<file path="config.mk">
export PLATFORM = sky130hd
export DESIGN_NAME = bsg_and_rr_arb
export DESIGN_NICKNAME = d
export VERILOG_FILES = /design/src/rtl/bsg_and_rr_arb.sv
export SDC_FILE = /design/constraint.sdc
export NUM_CORES = 1
export LEC_CHECK = 0
export BUFFER_PORTS_ARGS = -buffer_cell sky130_fd_sc_hd__buf_4
export CAP_MARGIN = 15
export CORE_UTILIZATION = 49
export CTS_BUF_LIST = sky130_fd_sc_hd__clkbuf_16
export DETAILED_ROUTE_END_ITERATION = 10
export HOLD_SLACK_MARGIN = 0.03
export PLACE_DENSITY_LB_ADDON = 0.12
export SYNTH_ARGS = -nofsm -noshare
export SYNTH_HDL_FRONTEND = slang
export SYNTH_SLANG_ARGS = --single-unit
</file>
<file path="constraint.sdc">
create_clock -name clk_i -period 7.1 [get_ports clk_i]
set_clock_uncertainty 0.2 [all_clocks]
set_input_delay 0.71 -clock clk_i [delete_from_list [all_inputs] [get_ports clk_i]]
set_output_delay 0.71 -clock clk_i [all_outputs]
set_load 0.02 [all_outputs]
</file>
<file path="src/rtl/bsg_and_rr_arb.sv">
// Round-robin arbiter sharing one bitwise AND unit among num_req_p requesters;
// results go through a 2-entry FIFO. Define BSG_AND_RR_ARB_ZERO_FLAG_EN to add zero_o.
module bsg_and_rr_arb #(
   parameter int unsigned width_p = 16,
   parameter int unsigned num_req_p = 4,
   localparam int unsigned tag_width_lp = (num_req_p > 1) ? $clog2(num_req_p) : 1
) (
   input  logic                           clk_i,
   input  logic                           reset_i,
   input  logic [num_req_p-1:0]           v_i,
   input  logic [num_req_p*width_p-1:0]   a_i,
   input  logic [num_req_p*width_p-1:0]   b_i,
   output logic [num_req_p-1:0]           yumi_o,
   output logic                           v_o,
   output logic [width_p-1:0]             data_o,
   output logic [tag_width_lp-1:0]        tag_o,
`ifdef BSG_AND_RR_ARB_ZERO_FLAG_EN
   output logic                           zero_o,
`endif
   input  logic                           yumi_i
);

   logic [width_p-1:0]      data_mem [2];
   logic [tag_width_lp-1:0] tag_mem  [2];
`ifdef BSG_AND_RR_ARB_ZERO_FLAG_EN
   logic                    zero_mem [2];
`endif

   logic [1:0]              count;
   logic                    rd_ptr;
   logic                    wr_ptr;
   logic [tag_width_lp-1:0] last;

   logic [num_req_p-1:0]    grant;
   logic [tag_width_lp-1:0] grant_idx;
   logic [tag_width_lp-1:0] scan;
   logic                    found;
   logic [width_p-1:0]      and_result;
   logic                    enq;
   logic                    deq;

   // Search starts one past the last winner and wraps, so priority rotates.
   always_comb begin
      grant     = '0;
      grant_idx = '0;
      scan      = '0;
      found     = 1'b0;
      if (count < 2'd2) begin
         for (int unsigned i = 1; i <= num_req_p; i++) begin
            scan = tag_width_lp'((32'(last) + i) % num_req_p);
            if (!found && v_i[scan]) begin
               found     = 1'b1;
               grant_idx = scan;
            end
         end
      end
      if (found) begin
         grant[grant_idx] = 1'b1;
      end
   end

   always_comb begin
      and_result = '0;
      for (int unsigned k = 0; k < num_req_p; k++) begin
         if (grant[k]) begin
            and_result = a_i[k*width_p +: width_p] & b_i[k*width_p +: width_p];
         end
      end
   end

   assign yumi_o = grant;
   assign enq    = found;
   assign deq    = yumi_i & v_o;

   assign v_o    = (count != 2'd0);
   assign data_o = data_mem[rd_ptr];
   assign tag_o  = tag_mem[rd_ptr];
`ifdef BSG_AND_RR_ARB_ZERO_FLAG_EN
   assign zero_o = zero_mem[rd_ptr] & v_o;
`endif

   always_ff @(posedge clk_i) begin
      if (reset_i) begin
         count       <= '0;
         rd_ptr      <= 1'b0;
         wr_ptr      <= 1'b0;
         last        <= tag_width_lp'(num_req_p - 1);
         data_mem[0] <= '0;
         data_mem[1] <= '0;
         tag_mem[0]  <= '0;
         tag_mem[1]  <= '0;
`ifdef BSG_AND_RR_ARB_ZERO_FLAG_EN
         zero_mem[0] <= 1'b0;
         zero_mem[1] <= 1'b0;
`endif
      end else begin
         if (enq) begin
            data_mem[wr_ptr] <= and_result;
            tag_mem[wr_ptr]  <= grant_idx;
`ifdef BSG_AND_RR_ARB_ZERO_FLAG_EN
            zero_mem[wr_ptr] <= (and_result == '0);
`endif
            wr_ptr           <= ~wr_ptr;
            last             <= grant_idx;
         end
         if (deq) begin
            rd_ptr <= ~rd_ptr;
         end
         case ({enq, deq})
            2'b10:   count <= count + 2'd1;
            2'b01:   count <= count - 2'd1;
            default: count <= count;
         endcase
      end
   end

endmodule
</file>
==> flow_summary_export.csv <==
group,metric,value,unit
floorplanning,die_h,80.3,um
timing,whs,326,ps
clocking,post_cts_buffers,0,
critical_path,critPathKind,"in -> out",
timing,slew_viol_final,0,
timing,min_period,3940,ps
logic_synthesis,synth_top_family_by_area,"compound AO/OA/AOI/OAI gates",
layout,final_cells,513,
routing,drt-met1-wl,3.49,mm
logic_synthesis,synth-seq-cells,43,
layout,layout_common_cells,"buf_4, nand2_1, edfxtp_1, a21oi_1, mux2_2",
placed_design,port_buffers,157,
logic_synthesis,syn-cell-area,0.00300,mm2
clocking,cts_sinks,43,
clocking,clk_pin_slew_worst_paths,60,ps
logic_synthesis,postSynthAreaPerCell,10.2,um2
clocking,clockBufferDepth,2,
routing,wl_per_cell,15.7,um
worst_hold_path,hold_class,"reg -> reg",
placed_design,place_congestion,0.792,
timing,rsz0062_at_grt,"false",
layout,finalNetCount,573,
global_routing,grt_max_degree,33,
routing,met3_wirelength,568,um
flow_run,maxCapViolCount,0,
timing,hold_viol,0,
placed_design,hpwl,5.98,mm
power,p_leak,1.77,nW
routing,ant_nets,0,
layout,antenna_cells,0,
logic_synthesis,synth_mux_area_share,7.21,%
clocking,clock_latency,280,ps
power,power_frac_comb,52.6,%
global_routing,gr-usage-all-layers,25.6,%
logic_synthesis,yosys_warnings,0,
floorplanning,die_area,0.00644,mm2
power,p_clk_share,15.7,%
layout,syn2layout_area_growth,41.7,%
timing,setup_ws,3160,ps
logic_synthesis,ys.flop_type,"edfxtp_1",
clocking,cts_tree,"done",
logic_synthesis,yosys.area_share.simple,19.3,%
routing,drt_iter0_drc,222,
global_routing,grt_overflow,0,
logic_synthesis,synth_xor_area_share,1.17,%
routing,top_layer,"met4",
logic_synthesis,syn-num-nets,431,
timing,tns,0,ps
routing,wl,8.08,mm
placed_design,dp_slack,3180,ps
power,power_density,328,mW/mm2
routing,firstDrtPassIters,4,
floorplanning,core_area,0.00592,mm2
floorplanning,rows,28,
power,internal_power,0.831,mW
routing,viasPerCell,5.61,
clocking,cts-resized-gates,0,
critical_path,required,6190,ps
floorplanning,initial_core_util,50.7,%
power,sequentialPowerShare,31.7,%
clocking,holdBufCountCts,0,
layout,drive_above_1_share,50.0,%
clocking,cts_root_buf,"clkbuf_16",
placed_design,placed_cell_area,0.00410,mm2
power,switchingPower,0.565,mW
timing,fmaxAchievable,254,MHz
critical_path,start_kind,"input port",
floorplanning,die_w,80.3,um
power,ir_worst_vdd,0.000268,V
critical_path,cp-end-kind,"primary output",
layout,final_common_cell,"buf_4",
logic_synthesis,syn-instance-count,295,
logic_synthesis,synth_fa_ha_area_share,0.417,%
timing,relSlewSlack,37.3,%
logic_synthesis,async_reset_ff_share,0,%
critical_path,crit_arrival,3030,ps
logic_synthesis,synth-edff-count,36,
placed_design,place_inst,504,
outcome,status,"completed",
power,switching_share,40.5,%
clocking,h-tree-depth,2,
routing,wl_met2,3.95,mm
logic_synthesis,synth_compound_area_share,24.4,%
routing,via_count,2876,
floorplanning,io_pins,158,
layout,fin_area,0.00425,mm2
logic_synthesis,ys_types,58,
critical_path,cp_max_fo,18,
logic_synthesis,seq_area_frac_synth,40.7,%
timing,setup_violations,0,
global_routing,grt_pass1_wl,12.6,mm
timing,worst_pin_slew,940,ps
clocking,cts-buffers-inserted,5,
global_routing,antenna_found_initial,0,
timing,post-route-period-util,55.5,%
routing,drc,0,
global_routing,grt_pass1_vias,2662,
## final cells by class
| class | count | area (um2) |
|---|---|---|
| fillers | 473 | 1670 |
| multi-input cells | 226 | 1580 |
| flip-flops and latches | 43 | 1220 |
| repair buffers | 160 | 1210 |
| clock buffers | 5 | 125 |
| well taps | 75 | 93.8 |
| clock inverters | 3 | 16.3 |
| inverters | 1 | 6.26 |
## cells in the mapped netlist, types with 4 or more instances
cell type	instances	area, um2
nand4b_1	6	52.6
a211oi_2	5	62.6
o21ai_1	8	40.0
o211ai_1	9	67.6
a211oi_1	14	105
a21oi_2	8	70.1
nor4_1	4	25.0
buf_2	10	50.1
mux2_2	18	203
nor3_1	13	65.1
nand2_1	40	150
edfxtp_1	36	1080
a21oi_1	22	110
a21o_1	10	75.1
nand3_1	6	30.0
buf_6	5	56.3
clkbuf_1	5	18.8
nor2_1	11	41.3
dfxtp_1	7	140
nand4_1	9	56.3
## worst max-delay path, cell delays in order
cell and delay (ps):
buf_4 130, a21o_1 200, a31oi_4 460, nand2b_1 490, nor2_1 760, buf_4 270
## through the flow
stage,utilization [%],power [mW]
3_5_place_dp,69.2,1.17
6_report,71.8,1.40
3_3_place_gp,69.2,1.16
5_1_grt,71.8,1.47
2_1_floorplan,-,0.958
4_1_cts,71.6,1.39
## final timing paths
path / startpoint / to / slack [ps] / cells past startpoint
max: v_i[0] / yumi_o[3] / 3160 / 6
min: rd_ptr$_SDFFE_PP0P_ / rd_ptr$_SDFFE_PP0P_ / 330 / 2
max reg2reg: last[1]$_SDFFE_PP1N_ / data_mem[1][0]$_SDFFCE_PN0P_ / 3950 / 5
min reg2reg: rd_ptr$_SDFFE_PP0P_ / rd_ptr$_SDFFE_PP0P_ / 330 / 2
## power groups by stage
stage / sequential (mW) / combinational, mW / clock (mW)
2_1_floorplan: 0.410 / 0.547 / 0
3_3_place_gp: 0.441 / 0.716 / 0
3_5_place_dp: 0.447 / 0.727 / 0
4_1_cts: 0.443 / 0.730 / 0.219
5_1_grt: 0.454 / 0.790 / 0.231
6_report: 0.442 / 0.734 / 0.219
## metal layers
metal  up-vias  global-route usage (%)
li1       1419                       -
met2       124                    41.5
met4         0                    6.96
met5         -                       0
met1      1327                    35.8
met3         6                    3.41
## flip-flops by register name, indices dropped and copies added, names as in the netlist, named ones only
signal    flops
wr_ptr        1
last          2
count         2
data_mem     32
rd_ptr        1
tag_mem       4
## logic make-up (layout without fill, tap and decap cells)
logic type | count (synthesis) | count (layout)
AOI/OAI and AO/OA | 94 | 94
xor gates and xnor gates | 4 | 4
adders and majority gates | 1 | 1
buffers and inverters | 26 | 169
DFF | 43 | 43
muxes | 19 | 19
and+or+nand+nor | 108 | 108
Power figures use the tool's default switching activity.
